### src/rtl/mem_arbiter.sv
// Round-robin arbiter sharing one memory port between instruction fetch (IFU)
// and load/store (LSU), with a single outstanding transaction at a time.
module mem_arbiter #(
    parameter int ADDR_W = 32,
    parameter int DATA_W = 32
) (
    input  logic                  clk,
    input  logic                  rst,
    input  logic                  ifu_req,
    input  logic [ADDR_W-1:0]     ifu_addr,
    output logic                  ifu_gnt,
    output logic                  ifu_rvalid,
    output logic [DATA_W-1:0]     ifu_rdata,
    input  logic                  lsu_req,
    input  logic                  lsu_we,
    input  logic [ADDR_W-1:0]     lsu_addr,
    input  logic [DATA_W-1:0]     lsu_wdata,
    input  logic [DATA_W/8-1:0]   lsu_wstrb,
    output logic                  lsu_gnt,
    output logic                  lsu_rvalid,
    output logic [DATA_W-1:0]     lsu_rdata,
    output logic                  mem_req,
    output logic                  mem_we,
    output logic [ADDR_W-1:0]     mem_addr,
    output logic [DATA_W-1:0]     mem_wdata,
    output logic [DATA_W/8-1:0]   mem_wstrb,
    input  logic                  mem_gnt,
    input  logic                  mem_rvalid,
    input  logic [DATA_W-1:0]     mem_rdata,
    output logic                  busy
);
    localparam int STRB_W = DATA_W / 8;

    typedef enum logic [1:0] {IDLE, REQ, RESP} state_t;

    state_t state_reg, state_next;
    logic   owner_reg;
    logic   last_reg;
    logic   latch;
    logic   win_lsu;

    logic              mem_we_reg;
    logic [ADDR_W-1:0] mem_addr_reg;
    logic [DATA_W-1:0] mem_wdata_reg;
    logic [STRB_W-1:0] mem_wstrb_reg;

    // On a tie the requester that did not win last time takes the port.
    always_comb begin
        state_next = state_reg;
        latch      = 1'b0;
        win_lsu    = lsu_req & (~ifu_req | ~last_reg);
        case (state_reg)
            IDLE: begin
                if (ifu_req | lsu_req) begin
                    latch      = 1'b1;
                    state_next = REQ;
                end
            end
            REQ: begin
                if (mem_gnt) begin
                    state_next = RESP;
                end
            end
            RESP: begin
                if (mem_rvalid) begin
                    state_next = IDLE;
                end
            end
            default: state_next = IDLE;
        endcase
    end

    always_ff @(posedge clk or negedge rst) begin
        if (!rst) begin
            state_reg <= IDLE;
        end else begin
            state_reg <= state_next;
        end
    end

    // Request fields are captured once in IDLE and held stable through REQ.
    always_ff @(posedge clk or negedge rst) begin
        if (!rst) begin
            owner_reg     <= 1'b0;
            last_reg      <= 1'b1;
            mem_we_reg    <= 1'b0;
            mem_addr_reg  <= '0;
            mem_wdata_reg <= '0;
            mem_wstrb_reg <= '0;
        end else if (latch) begin
            owner_reg     <= win_lsu;
            last_reg      <= win_lsu;
            mem_we_reg    <= win_lsu & lsu_we;
            mem_addr_reg  <= win_lsu ? lsu_addr : ifu_addr;
            mem_wdata_reg <= win_lsu ? lsu_wdata : '0;
            mem_wstrb_reg <= win_lsu ? lsu_wstrb : '0;
        end
    end

    assign mem_req   = (state_reg == REQ);
    assign mem_we    = mem_we_reg;
    assign mem_addr  = mem_addr_reg;
    assign mem_wdata = mem_wdata_reg;
    assign mem_wstrb = mem_wstrb_reg;
    assign busy      = (state_reg != IDLE);

    // Index 0 is the IFU side, index 1 the LSU side; only the owner sees traffic.
    logic [1:0]        gnt_vec;
    logic [1:0]        rvalid_vec;
    logic [DATA_W-1:0] rdata_arr [2];

    for (genvar gi = 0; gi < 2; gi++) begin : g_route
        assign gnt_vec[gi]    = mem_gnt & (state_reg == REQ) & (owner_reg == 1'(gi));
        assign rvalid_vec[gi] = mem_rvalid & (state_reg == RESP) & (owner_reg == 1'(gi));
        assign rdata_arr[gi]  = rvalid_vec[gi] ? mem_rdata : '0;
    end

    assign ifu_gnt    = gnt_vec[0];
    assign lsu_gnt    = gnt_vec[1];
    assign ifu_rvalid = rvalid_vec[0];
    assign lsu_rvalid = rvalid_vec[1];
    assign ifu_rdata  = rdata_arr[0];
    assign lsu_rdata  = rdata_arr[1];

endmodule

### config.mk
export PLATFORM = sky130hd
export DESIGN_NAME = mem_arbiter
export DESIGN_NICKNAME = d
export VERILOG_FILES = /design/src/rtl/mem_arbiter.sv
export SDC_FILE = /design/constraint.sdc
export NUM_CORES = 1
export LEC_CHECK = 0
export ABC_CLOCK_PERIOD_IN_PS = 1550
export BUFFER_PORTS_ARGS = -buffer_cell sky130_fd_sc_hd__buf_2
export CAP_MARGIN = 30
export CORE_ASPECT_RATIO = 1.5
export CORE_MARGIN = 5
export CORE_UTILIZATION = 36
export DETAILED_ROUTE_END_ITERATION = 12
export PLACE_DENSITY = 0.77
export SETUP_SLACK_MARGIN = 0.4
export SLEW_MARGIN = 20
export SYNTH_ARGS = -nofsm -noshare
export SYNTH_HDL_FRONTEND = slang
export SYNTH_SLANG_ARGS = --single-unit
### constraint.sdc
create_clock -name clk -period 1.55 [get_ports clk]
set_input_delay 0.0775 -clock clk [delete_from_list [all_inputs] [get_ports clk]]
set_output_delay 0.0775 -clock clk [all_outputs]
set_load 0.05 [all_outputs]
# ---- Yosys cells after proc, flatten, opt, wreduce, memory -nomap -nowiden
# Cells that the tools add are included.
dict set report word_totals {
  memories 0
  ff_bits 73
  input_bits 139
  wordCells 39
  latchBits 0
  rom_bits 0
  output_inout_bits 139
  ramBits 0
}
dict set report classes {
  mul 0
  addsub 0
  muxes 11
  n_shift 0
  order_cmp 0
  div_mod_pow 0
  eq_ne 5
  n_reduce_logical 3
  bitwise 13
}
# cell count
set ops {}
lappend ops {{$mux 32} 4}
lappend ops {{$and 1x1->1} 8}
lappend ops {{$mux 2} 3}
lappend ops {{$pmux 2 s3} 1}
lappend ops {{$mux 4} 1}
lappend ops {{$ne 2x2->1 const B} 2}
lappend ops {{$not 1->1} 3}
lappend ops {{$reduce_and 3->1} 1}
lappend ops {{$eq 2x1->1 const B} 1}
lappend ops {{$eq 2x2->1 const B} 1}
lappend ops {{$logic_not 2->1} 1}
lappend ops {{$mux 1} 2}
lappend ops {{$ne 2x1->1 const B} 1}
lappend ops {{$or 1x1->1} 2}
lappend ops {{$reduce_bool 2->1} 1}

# ---- Logic depth before layout (Yosys ltp)
dict set report logic_depth {
  word_depth 4
  depth_mapped 5
  ltp_nobuf 3
}

# ---- Worst setup path after synthesis
# No wires, ideal clock.
dict set report synth_path {
  kind {reg2out}
  startpoint {reg state_reg[1]}
  endpoint {out ifu_gnt}
  arrival_ns 2.001
  n_path_buf 0
  path_stages_with_launch 4
  slack_ns -0.528
  required_ns 1.472
  path_cell_list {dfrtp_1 -> nor2b_1 -> nand2_1 -> nor2_1}
}
dict set report synth_via {
  elab_chain_len 3
}
# element line_no
set synth_lines {}
lappend synth_lines {{start, declared} 36} ;# state_t state_reg, state_next;
lappend synth_lines {{start signal, assigned} 77} ;# state_reg <= state_next;
lappend synth_lines {{$eq 2x1->1} --}
lappend synth_lines {{via mem_req} 22} ;# output logic mem_req,
lappend synth_lines {{$and 1x1->1 (2 in series)} 113} ;# assign gnt_vec[gi] = mem_gnt & (state_reg == REQ) & (owner_reg == 1'(gi));
lappend synth_lines {{end, declared} 11} ;# output logic ifu_gnt,
# The timed path passes the listed nets, and every way through them passes these cells.

# ---- Worst setup path in the final report
dict set report layout_path {
  startpoint {reg state_reg[0]}
  endpoint {out ifu_rdata[9]}
}
dict set report layout_via {
  elab_chain_len 4
}
# element line_no
set layout_lines {}
lappend layout_lines {{$eq 2x2->1} 114} ;# assign rvalid_vec[gi] = mem_rvalid & (state_reg == RESP) & (owner_reg == 1'(gi));
lappend layout_lines {{$and 1x1->1 (2 in series)} 114}
lappend layout_lines {{$mux 32} 115} ;# assign rdata_arr[gi] = rvalid_vec[gi] ? mem_rdata : '0;
lappend layout_lines {{end, declared} 13} ;# output logic [DATA_W-1:0] ifu_rdata,
# Every way passes these cells.

==> flow_summary.yaml <==
clock_network:
  htreeDepth: 3
  root_buffer: "clkbuf_16"
  cts_sinks: 73
  clk_path_buf_depth: 2
  cts_buffers: 9
  cts_tree: "built"
  clk_latency_ns: 0.34
  path_clk_slew_ns: 0.06
power_and_ir_drop:
  power_density_nw_per_um2: 2150
  ir_drop_v: 0.00187
  power.total_w: 0.0161
  power_leakage_nw: 3.81
setup_path:
  crit_path_max_fanout: 33
  worstPathArrival_ns: 1.62
  required_ns: 1.47
  crit_type: "flop to primary output"
  worstPathCellList: "nand2b_4, nor3b_4, buf_12, and2_4, buf_8"
  max_stage_delay_ns: 0.40
  crit_family: "simple AND/OR/NAND/NOR gates"
  cp.buffers_inverters: 2
  worstSetupEndpointType: "primary output"
  start_kind: "flop"
  critical_path.slowest_cell: "dfrtp_1"
route:
  avgRoutedWirePerCell_um: 21.8
  drc: 0
  drt-initial-drc-count: 118
  vias: 3836
  firstDrtPassIters: 4
  final_antenna_net_count: 0
  drt_wl_total_um: 16400
  via_per_inst: 5.11
final_layout:
  drive_above_1_share_pct: 76.4
  fillers: 523
  layout_common_cells: "207 x buf_2, 70 x dfrtp_1, 61 x and2_4, 61 x buf_8, 48 x mux2_2"
  stdcell_count: 751
  num_antenna_cells: 0
  final_common_cell: "buf_2"
  finalNetCount: 770
  syn_to_final_growth_pct: 113
yosys:
  yosysTopAreaCell: "dfrtp_1"
  synth.distinct_cells: 22
  synth-warning-count: 0
  syn-mean-instance-area_um2: 12.7
  syn-instance-count: 276
  syn_area_um2: 3500
  synth_seq_area_share_pct: 52.2
  ys_seq_elements: 73
  syn-num-nets: 415
  netlist_top_cells_area: "dfrtp_1 51%, mux2_2 21%, and2_1 11%"
  yosysTopAreaCellShare_pct: 51.4
global_routing:
  grt_max_degree: 36
  grt_pass1_wl_um: 23900
  grt_overflow: 0
  globalRouteTotalUtil_pct: 26.1
  antenna_found_initial: 3
  grt_pass1_vias: 4148
sta:
  tns_ns: -13.17
  hold_viol_final: 0
  rsz0062_at_grt: "yes"
  fin_skew_ns: 0.0111
  setup_viol: 136
  max_freq_mhz: 589
  timing.slew.headroom_pct: 67.7
  finalCriticalPeriod_ns: 1.70
  layout_worst_path_cycle_share_pct: 110
  whs_ns: 0.0162
  worstMarginPinSlew_ns: 0.484
  drv_slew: 0
  fin_ws_ns: -0.149
floorplanning:
  top_level_ports: 278
  fp.dieArea_um2: 11800
  die_x_um: 90.6
  core-area_um2: 9630
  placementRows: 44
  initial_utilization_pct: 36.4
  die_h_um: 131
place:
  dp_slack_ns: 0.0584
  hpwl_um: 9560
  place_congestion: 0.769
  port_buffers: 277
  dp.cells: 656
run:
  cap_violations: 0
outcome:
  outcome: "finished with violations"
  violations: "setup timing"
min_path:
  hp-class: "primary input to flop"
## cell usage after synthesis
cell and count:
dfstp_2 1, nor2b_1 1, buf_4 1, and3_2 1, dfrtp_1 72, and4b_1 1, a21boi_2 1, nand2b_1 1
nand2_1 2, a21o_1 2, clkbuf_8 3, a22o_1 37, buf_2 5, and2_1 64, clkbuf_1 11, and3_1 1
inv_1 2, nor2_1 2, nor3b_2 1, o21ai_2 1, o21ai_0 2, mux2_2 64
## power breakdown
group	internal [W]	leakage (nW)	switching [W]
Clock	0.00149	0.162	0.000817
Combinational	0.00418	2.75	0.00615
Sequential	0.00288	0.900	0.000593
Total	0.00855	3.81	0.00756
## cells by family after synthesis
kind of cell           count (synthesis)  share of synthesized area, %
flip-flops                            73                          52.2
AND/OR/NAND/NOR                       74                          13.2
multiplexers                          64                          20.6
buffers and inverters                 22                          3.50
AO/OA/AOI/OAI                         43                          10.5
## routing by layer
layer	global-route usage [%]	routed length [µm]	up-vias
li1	-	-	1689
met1	29.3	5900	1854
met2	45.6	8430	245
met3	9.85	1580	42
met4	8.68	427	6
met5	0	46	-
## per-stage QoR
step	util, %	area (µm²)
2_1_floorplan	-	3830
3_3_place_gp	54.9	5290
3_5_place_dp	54.9	5290
4_1_cts	77.0	7410
5_1_grt	77.7	7480
6_report	77.7	7480
## final cells by class
cell class / instances / area, µm² / share of cell area, %
inverters: 2 / 7.51 / 0.100
repair buffers: 363 / 3320 / 44.4
well taps: 115 / 144 / 1.92
clock buffers: 11 / 253 / 3.38
flip-flops and latches: 73 / 1830 / 24.5
multi-input cells: 182 / 1850 / 24.7
clock inverters: 5 / 77.6 / 1.04
## worst paths after layout
kind                                          startpoint                        end  slack [ns]  cells past startpoint
worst max-delay path            state_reg[0]$_DFFE_PN0P_               ifu_rdata[9]       -0.15                      5
worst min-delay path                       lsu_wdata[27]  mem_wdata[27]$_DFFE_PN0P_        0.02                      2
worst max register to register  state_reg[0]$_DFFE_PN0P_   mem_wstrb[0]$_DFFE_PN0P_       -0.12                      8
worst min register to register  mem_addr[31]$_DFFE_PN0P_   mem_addr[31]$_DFFE_PN0P_        0.50                      1
max in group asynchronous                            rst   mem_wdata[3]$_DFFE_PN0P_        0.75                      3
min in group asynchronous                            rst   mem_addr[12]$_DFFE_PN0P_        0.25                      2
## timing repair
item | in CTS | in global routing
hold buffers | 37 | 0
setup endpoints to repair | 142 | 142
cloned | 17 | 3
resized for setup | 246 | 11
hold endpoints to repair | 68 | 0
buffers inserted | 22 | 0
pin swaps | 15 | 7
(Power assumes the default switching activity.)
